===== src/rtl/instruction_fetch.sv =====
`default_nettype none
// ============================================================================
//  Module      : instruction_fetch
//  Description : Instruction-memory requester front end. Drives the word
//                address, captures the word returned one cycle later into a
//                2-entry {word, pc} buffer, and presents instructions to
//                decode over valid/ready. Redirects are zero-bubble: the
//                target address goes to memory in the same cycle.
//                Optional macro IFETCH_PERF_EN adds fetch/stall counters.
//  Revision    : 1.0 - initial release
// ============================================================================
module instruction_fetch #(
   parameter int                    DATA_WIDTH = 32,
   parameter int                    ADDR_WIDTH = 10,
   parameter logic [ADDR_WIDTH-1:0] RESET_ADDR = '0
) (
   input  logic                  clk,
   input  logic                  rst_n,
   output logic [ADDR_WIDTH-1:0] address,
   input  logic [DATA_WIDTH-1:0] dataIn,
   input  logic                  redirect_valid,
   input  logic [ADDR_WIDTH-1:0] redirect_addr,
   output logic                  instr_valid,
   input  logic                  instr_ready,
   output logic [DATA_WIDTH-1:0] instr,
   output logic [ADDR_WIDTH-1:0] instr_pc
`ifdef IFETCH_PERF_EN
   ,
   output logic [31:0]           perf_fetch_count,
   output logic [31:0]           perf_stall_count
`endif
);

   logic [ADDR_WIDTH-1:0] fetch_pc_q;
   logic [ADDR_WIDTH-1:0] fetch_pc_d;
   logic                  req_q;
   logic [ADDR_WIDTH-1:0] req_pc_q;

   logic [DATA_WIDTH-1:0] word_q [2];
   logic [ADDR_WIDTH-1:0] pc_q   [2];
   logic                  rd_ptr_q;
   logic                  wr_ptr_q;
   logic [1:0]            count_q;
   logic [1:0]            count_d;

   logic                  pop;
   logic                  push;
   logic                  issue;
   logic [2:0]            occupancy;

   // Handshake and issue decisions; a redirect overrides pop/push and forces issue
   always_comb begin
      address     = redirect_valid ? redirect_addr : fetch_pc_q;
      instr_valid = (count_q != 2'd0);
      instr       = word_q[rd_ptr_q];
      instr_pc    = pc_q[rd_ptr_q];
      pop         = instr_valid & instr_ready & ~redirect_valid;
      push        = req_q & ~redirect_valid;
      // Slots already committed (buffered + in flight) after this cycle's pop;
      // only issue if the word returning next cycle is guaranteed a slot.
      occupancy   = {1'b0, count_q} + {2'b00, req_q} - {2'b00, pop};
      issue       = redirect_valid | (occupancy < 3'd2);
      fetch_pc_d  = issue ? (address + ADDR_WIDTH'(1)) : fetch_pc_q;
      count_d     = count_q + {1'b0, push} - {1'b0, pop};
   end

   // Program counter and in-flight request tracking
   always_ff @(posedge clk or negedge rst_n) begin
      if (!rst_n) begin
         fetch_pc_q <= RESET_ADDR;
         req_q      <= 1'b0;
         req_pc_q   <= '0;
      end else begin
         fetch_pc_q <= fetch_pc_d;
         req_q      <= issue;
         if (issue) begin
            req_pc_q <= address;
         end
      end
   end

   // Two-entry return buffer; a redirect empties it and drops the in-flight word
   always_ff @(posedge clk or negedge rst_n) begin
      if (!rst_n) begin
         for (int i = 0; i < 2; i++) begin
            word_q[i] <= '0;
            pc_q[i]   <= '0;
         end
         rd_ptr_q <= 1'b0;
         wr_ptr_q <= 1'b0;
         count_q  <= 2'd0;
      end else if (redirect_valid) begin
         rd_ptr_q <= 1'b0;
         wr_ptr_q <= 1'b0;
         count_q  <= 2'd0;
      end else begin
         if (push) begin
            word_q[wr_ptr_q] <= dataIn;
            pc_q[wr_ptr_q]   <= req_pc_q;
            wr_ptr_q         <= ~wr_ptr_q;
         end
         if (pop) begin
            rd_ptr_q <= ~rd_ptr_q;
         end
         count_q <= count_d;
      end
   end

`ifdef IFETCH_PERF_EN
   // Accepted-instruction and decode-stall counters; redirect cycles are not counted
   always_ff @(posedge clk or negedge rst_n) begin
      if (!rst_n) begin
         perf_fetch_count <= 32'd0;
         perf_stall_count <= 32'd0;
      end else if (!redirect_valid) begin
         if (pop) begin
            perf_fetch_count <= perf_fetch_count + 32'd1;
         end
         if (instr_valid && !instr_ready) begin
            perf_stall_count <= perf_stall_count + 32'd1;
         end
      end
   end
`endif

endmodule
`default_nettype wire


===== config.mk =====
export PLATFORM = sky130hd
export DESIGN_NAME = instruction_fetch
export DESIGN_NICKNAME = d
export VERILOG_FILES = /design/src/rtl/instruction_fetch.sv
export SDC_FILE = /design/constraint.sdc
export NUM_CORES = 1
export LEC_CHECK = 0
export CORE_MARGIN = 1
export CORE_UTILIZATION = 37
export CTS_CLUSTER_SIZE = 20
export DETAILED_ROUTE_END_ITERATION = 6
export PLACE_DENSITY = 0.72
export SYNTH_ARGS = -nofsm -noshare
export SYNTH_HDL_FRONTEND = slang
export SYNTH_SLANG_ARGS = --single-unit

===== constraint.sdc =====
create_clock -name clk -period 2.2 [get_ports clk]
set_clock_uncertainty 0.15 [all_clocks]
set_input_delay 0.22 -clock clk [delete_from_list [all_inputs] [get_ports clk]]
set_output_delay 0.22 -clock clk [all_outputs]
set_load 0.05 [all_outputs]

==> impl_metrics.toml, run 1 <==
[timing]
min_period_ps = 2150
hold_violations = 0
whs_ps = 214
slew_violations = 0
period_share_pct = 97.9
finalSetupTns_ps = 0
worstMarginPinSlew_ps = 622
slew_headroom_pct = 58.5
rsz0062_at_grt = "true"
setup-violations-final = 0
fmax_mhz = 464

[critical_path]
worstPathArrival_ps = 2250
cp-end-kind = "flop"
regToRegEndpoint = "fetch_pc_q[0]$_DFFE_PN0P_"
r2r-start = "count_q[0]$_DFF_PN0_"
criticalPathCategory = "reg2reg"
r2r_cells = 8
cp_max_fo = 19
critPathLaunchType = "flop"
cp_data_required_time_ps = 2290
reg2reg_slack_ps = 50

[logic_synthesis]
async_flop_share_pct = 100
synthSimpleGateAreaFrac_pct = 6.57
synthTopCellsByArea = "dfrtp_1 54%, mux2_2 30%, nor2_1 2.2%"
ys_ff_latch = 109
synth_top_area_share_pct = 54.4
avgSynthCellArea_sq_um = 13.7
synth_flop_cell = "dfrtp_1"
yosysTopAreaCell = "dfrtp_1"
synth_seq_area_share_pct = 54.4
synth_top_family_by_area = "multiplexers"
yosys-top-cells-count = "133 x mux2_2, 109 x dfrtp_1, 29 x nor2_1, 11 x nand2_1, 10 x buf_4"
synth.distinct_cells = 39
synth.cell_area_sq_um = 5010
synthMuxAreaShare_pct = 30.6
yosys.area_share.xor_xnor_pct = 1.40
synth.net_count = 416
ys_warn_count = 0
synth_edf_count = 0
post-synth-top-count-cell = "mux2_2"
synthAdderAreaFrac_pct = 0.899
syn_inst = 367
synth_compound_area_share_pct = 3.12

[global_route]
grt_max_degree = 48
grt_usage_pct = 15.4
grtUsageMet3_pct = 2.90
use_met1_pct = 20.2
grt_pass1_wl_mm = 17.1
met2_usage_pct = 25.4
busiest_layer = "met2"
grt_pass1_vias = 3517
antenna_found_initial = 0
overflow = 0

[worst_hold_path]
hold_depth = 3
hold_path.class = "in2reg"
min_from = "redirect_valid"
holdPathEnd = "wr_ptr_q$_DFFE_PN0P_"

[clock_network]
numCtsBuffers = 9
clkSlewWorstSetupHoldPaths_ps = 80
cts.sinks = 109
clock_latency_ps = 350
h-tree-depth = 3
cts_tree = "built"
cts_root_buf = "clkbuf_16"
cts_buffer_depth = 2

[floorplan]
core_area_sq_um = 13200
die_h_um = 118
dieWidth_um = 118
dieArea_sq_um = 14000
row_count = 42
start_util_pct = 37.8
design.portCount = 99

[route]
vias = 3260
ant_nets = 0
drtIter0Drc = 128
wire_per_inst_um = 14.9
wl_mm = 9.85
dr.pass1.iters = 4
vias_per_cell = 4.94
drc_errors = 0

[placed_design]
dp.cells = 642
routabilityCongestion = 0.829
numPortBuffers = 98
dp_hpwl_mm = 6.65
placed_area_sq_um = 6200

[power]
switchingPower_mw = 4.88
p_sw_share_pct = 42.2
p_leak_nw = 2.84
cellInternalPower_mw = 6.67
powerDensity_nw_per_um2 = 1740
seq_power_share_pct = 31.2
ir_worst_vdd_v = 0.000780
power_frac_comb_pct = 52.4
clkPwrFrac_pct = 16.4

[flow_run]
drv_cap = 0

[cells_and_area]
utilization_pct = 50.1
stdcell_count = 660
drive_gt1_share_pct = 51.2
final_cell_area_sq_um = 6640
area_growth_pct = 32.4
n_antenna_cell = 0
final_nets = 528

[run_status]
outcome = "complete, no violations"
-- logic make-up (layout without fill, tap and decap cells) --
logic type      count (synthesis)  after routing
flops                         109            109
buf+inv                        26            143
fa+ha+maj                       3              3
compound gates                 23             23
xor+xnor                        8              8
mux                           136            136
simple gates                   62             62
-- routing by layer --
metal  part of all wire, %  vias up
li1                      -     1524
met1                    46     1650
met2                    49       74
met3                   3.7       12
met4                   1.5        0
met5                     0        -
-- worst max-delay path by stage --
stage | startpoint | to | cells after the start
after floorplan | redirect_valid | fetch_pc_q[7]$_DFFE_PN0P_ | 9
after global placement | redirect_valid | fetch_pc_q[0]$_DFFE_PN0P_ | 8
after detailed placement | redirect_valid | fetch_pc_q[0]$_DFFE_PN0P_ | 8
after CTS | count_q[0]$_DFF_PN0_ | fetch_pc_q[0]$_DFFE_PN0P_ | 8
after global routing | count_q[0]$_DFF_PN0_ | fetch_pc_q[0]$_DFFE_PN0P_ | 8
final | count_q[0]$_DFF_PN0_ | fetch_pc_q[0]$_DFFE_PN0P_ | 8
-- per-stage QoR --
| step | worst slack [ps] | total power, mW |
|---|---|---|
| 5_1_grt | -48.3 | 12.2 |
| 3_3_place_gp | -311 | 9.49 |
| 3_5_place_dp | -348 | 9.66 |
| 6_report | 45.3 | 11.6 |
| 2_1_floorplan | 11.3 | 7.95 |
| 4_1_cts | 9.39 | 11.6 |
-- final cells by class --
| class | instances | area, sq um |
|---|---|---|
| well taps | 176 | 220 |
| inverters | 5 | 18.8 |
| repair buffers | 122 | 1130 |
| multi-input cells | 232 | 2180 |
| clock inverters | 7 | 128 |
| fillers | 1170 | 6610 |
| clock buffers | 9 | 225 |
| flip-flops and latches | 109 | 2730 |
-- cell usage in the layout (no fill, tap or decap), types with 2 or more instances in the layout --
| master | Yosys | final |
|---|---|---|
| mux2_2 | 133 | 133 |
| dfrtp_1 | 109 | 108 |
| buf_4 | 10 | 66 |
| clkdlybuf4s50_1 | 0 | 43 |
| nor2_1 | 29 | 21 |
| nand2_1 | 11 | 11 |
| clkbuf_16 | 0 | 9 |
| a21oi_1 | 8 | 7 |
| nor2_2 | 0 | 7 |
| buf_12 | 0 | 7 |
| inv_1 | 5 | 4 |
| o31ai_1 | 4 | 4 |
| xnor2_1 | 5 | 4 |
| xor2_1 | 3 | 3 |
| nand3_1 | 5 | 3 |
| nand4_1 | 3 | 3 |
| and3_1 | 3 | 3 |
| bufinv_16 | 0 | 3 |
| inv_6 | 0 | 3 |
| buf_6 | 1 | 3 |
| mux2i_1 | 2 | 2 |
| a21oi_2 | 1 | 2 |
| nand3_2 | 0 | 2 |
| o21ai_0 | 3 | 2 |
| nand3b_1 | 2 | 2 |
| ha_1 | 2 | 2 |
-- state kept, by name, indices dropped and copies added, names as in the netlist --
name and count:
wr_ptr_q 1, fetch_pc_q 10, word_q 64, pc_q 20, req_q 1, count_q 2
req_pc_q 10, rd_ptr_q 1
-- power groups by stage --
stage | registers [mW] | clock network, mW | logic [mW]
after floorplan | 3.43 | 0 | 4.52
after global placement | 3.56 | 0 | 5.93
after detailed placement | 3.63 | 0 | 6.02
after CTS | 3.60 | 1.96 | 6.04
after global routing | 3.76 | 2.05 | 6.41
final | 3.60 | 1.90 | 6.05
-- critical path: stages, from the launching register on --
cell,delay (ps)
dfrtp_1,410
and4bb_2,270
buf_4,140
fa_2,370
xnor2_2,140
a21oi_2,170
buf_6,210
nor2_4,40
a21o_1,150
-- what timing repair did --
item	CTS	global route
hold buffers	1	0
pin swaps	0	1
endpoints found under the setup margin	1	19
hold endpoints to repair	44	0
resized for setup	1	19
buffers inserted	0	1
Note: power is estimated with default switching activity, not from simulation.
==> run 2: changes to the inputs <==
--- a/config.mk
+++ b/config.mk
@@ -6,10 +6,10 @@
 export NUM_CORES = 1
 export LEC_CHECK = 0
 export CORE_MARGIN = 1
-export CORE_UTILIZATION = 37
+export CORE_UTILIZATION = 56
 export CTS_CLUSTER_SIZE = 20
 export DETAILED_ROUTE_END_ITERATION = 6
-export PLACE_DENSITY = 0.72
+export PLACE_DENSITY = 0.95
 export SYNTH_ARGS = -nofsm -noshare
 export SYNTH_HDL_FRONTEND = slang
 export SYNTH_SLANG_ARGS = --single-unit
==> constraint.sdc (replaced) <==
create_clock -name clk -period 2.6 [get_ports clk]
set_clock_uncertainty 0.15 [all_clocks]
set_input_delay 0.26 -clock clk [delete_from_list [all_inputs] [get_ports clk]]
set_output_delay 0.26 -clock clk [all_outputs]
set_load 0.05 [all_outputs]
==> run 2 against run 1 <==
Fmax fell by 11%. Die area fell by 33%. Worst setup slack improved by 140 ps. Non-clock buffer count fell by 11. Wire length rose by 1.3%. Cell count fell by 12%. Sequential share of layout area rose by 2.6 points. First-iteration DRC count fell by 30%.
==> impl_metrics.toml, run 2 (same netlist as run 1, synthesis figures left out) <==
[critical_path]
cp-end-kind = "flop"
cp_data_required_time_ps = 2710
r2r-start = "count_q[1]$_DFF_PN0_"
max_stage_delay_ps = 480
cp_max_fo = 19
regToRegEndpoint = "fetch_pc_q[0]$_DFFE_PN0P_"
crit_slowest_cell = "dfrtp_1"
critPathLaunchType = "flop"
worstPathArrival_ps = 2530
criticalPathCategory = "reg2reg"
reg2reg_slack_ps = 180
crit_chain = "and4bb_2 > o21ai_0 > fa_1 > xnor2_1 > a21oi_1 > buf_4 > nor2_1 > a21o_1"
r2r_cells = 8

[run_status]
outcome = "complete, no violations"

[clock_network]
cts_buffer_depth = 2
clkSlewWorstSetupHoldPaths_ps = 100
cts_root_buf = "clkbuf_8"
h-tree-depth = 3
cts.sinks = 109
cts_resized = 0
postCtsSetupRepairBufs = 0
numCtsBuffers = 9
clock_latency_ps = 350
hold_buffers = 1
cts_tree = "built"

[global_route]
overflow = 0
grt_pass1_vias = 3330
grt_pass1_wl_mm = 15.7
grt_max_degree = 56
antenna_found_initial = 0
grt_usage_pct = 22.4

[route]
wl_mm = 9.99
dr.pass1.iters = 4
ant_nets = 0
wire_per_inst_um = 17.2
vias = 3238
drtIter0Drc = 90
drc_errors = 0
vias_per_cell = 5.57

[timing]
slew_violations = 0
setup-violations-final = 0
slew_headroom_pct = 53.8
rsz0062_at_grt = "false"
min_period_ps = 2420
fmax_mhz = 413
hold_violations = 0
worstMarginPinSlew_ps = 693
period_share_pct = 93.0
finalSetupTns_ps = 0

[placed_design]
placed_area_sq_um = 6030
dp.cells = 564
dp_hpwl_mm = 6.87
numPortBuffers = 98
routabilityCongestion = 0.838

[cells_and_area]
final_nets = 517
drive_gt1_share_pct = 46.9
final_cell_area_sq_um = 6240
n_antenna_cell = 0
largest_register_ffs = 64
top_regs = "word_q (64), pc_q (20)"
utilization_pct = 71.9
mostFrequentLayoutCells = "133 x mux2_2, 108 x dfrtp_1, 59 x buf_4"
stdcell_count = 581
final_common_cell = "mux2_2"
fill_cells = 583
area_growth_pct = 24.6
largest_register = "word_q"

[floorplan]
start_util_pct = 57.7
die_h_um = 96.6
dieWidth_um = 96.6
row_count = 34
dieArea_sq_um = 9330
core_area_sq_um = 8680
design.portCount = 99

[worst_hold_path]
hold_path.class = "in2async"

[flow_run]
drv_cap = 0
==> run 2: critical path: cells and delay by family, from the launching register on <==
| family | cells | cell delay [ps] |
|---|---|---|
| AOI/OAI and AO/OA | 3 | 520 |
| xor gates and xnor gates | 1 | 130 |
| DFF | 1 | 480 |
| and+or+nand+nor | 2 | 390 |
| adders and majority gates | 1 | 400 |
| buffers and inverters | 1 | 270 |
==> run 2: worst max-delay path by stage <==
stage / startpoint / endpoint / slack, ps / depth (start not counted)
2_1_floorplan: redirect_valid / fetch_pc_q[7]$_DFFE_PN0P_ / 200 / 11
3_5_place_dp: redirect_valid / req_pc_q[6]$_DFFE_PN0P_ / -160 / 10
3_3_place_gp: redirect_valid / fetch_pc_q[0]$_DFFE_PN0P_ / -30 / 9
5_1_grt: count_q[1]$_DFF_PN0_ / req_pc_q[4]$_DFFE_PN0P_ / 60 / 9
6_report: count_q[1]$_DFF_PN0_ / fetch_pc_q[0]$_DFFE_PN0P_ / 180 / 8
4_1_cts: count_q[1]$_DFF_PN0_ / req_pc_q[6]$_DFFE_PN0P_ / 190 / 9
==> run 2: layout make-up <==
type / count / area, sq um / area share [%]
inverter: 5 / 18.8 / 0.301
clock buffer: 10 / 128 / 2.04
timing repair buffer: 111 / 1020 / 16.4
tap: 108 / 135 / 2.16
sequential: 109 / 2730 / 43.7
multi-input combinational: 232 / 2140 / 34.2
clock inverter: 6 / 72.6 / 1.16
==> run 2: routing by layer <==
layer,vias up,global-route usage [%],part of all wire [%]
met3,15,3.13,4.0
met2,83,39.7,51
met5,-,0,0
li1,1503,-,-
met1,1637,28.1,43
met4,0,7.84,1.7
==> run 2: stage by stage <==
step           hold WS [ps]  worst slack, ps
2_1_floorplan          -186              203
3_3_place_gp            187            -34.5
3_5_place_dp            193             -159
4_1_cts                 351              189
5_1_grt                 378             64.9
6_report                334              182
Power of run 2 is left out: the tool's default activity adds up to more than one toggle a clock period on the data nets, which glitch-free logic cannot reach.
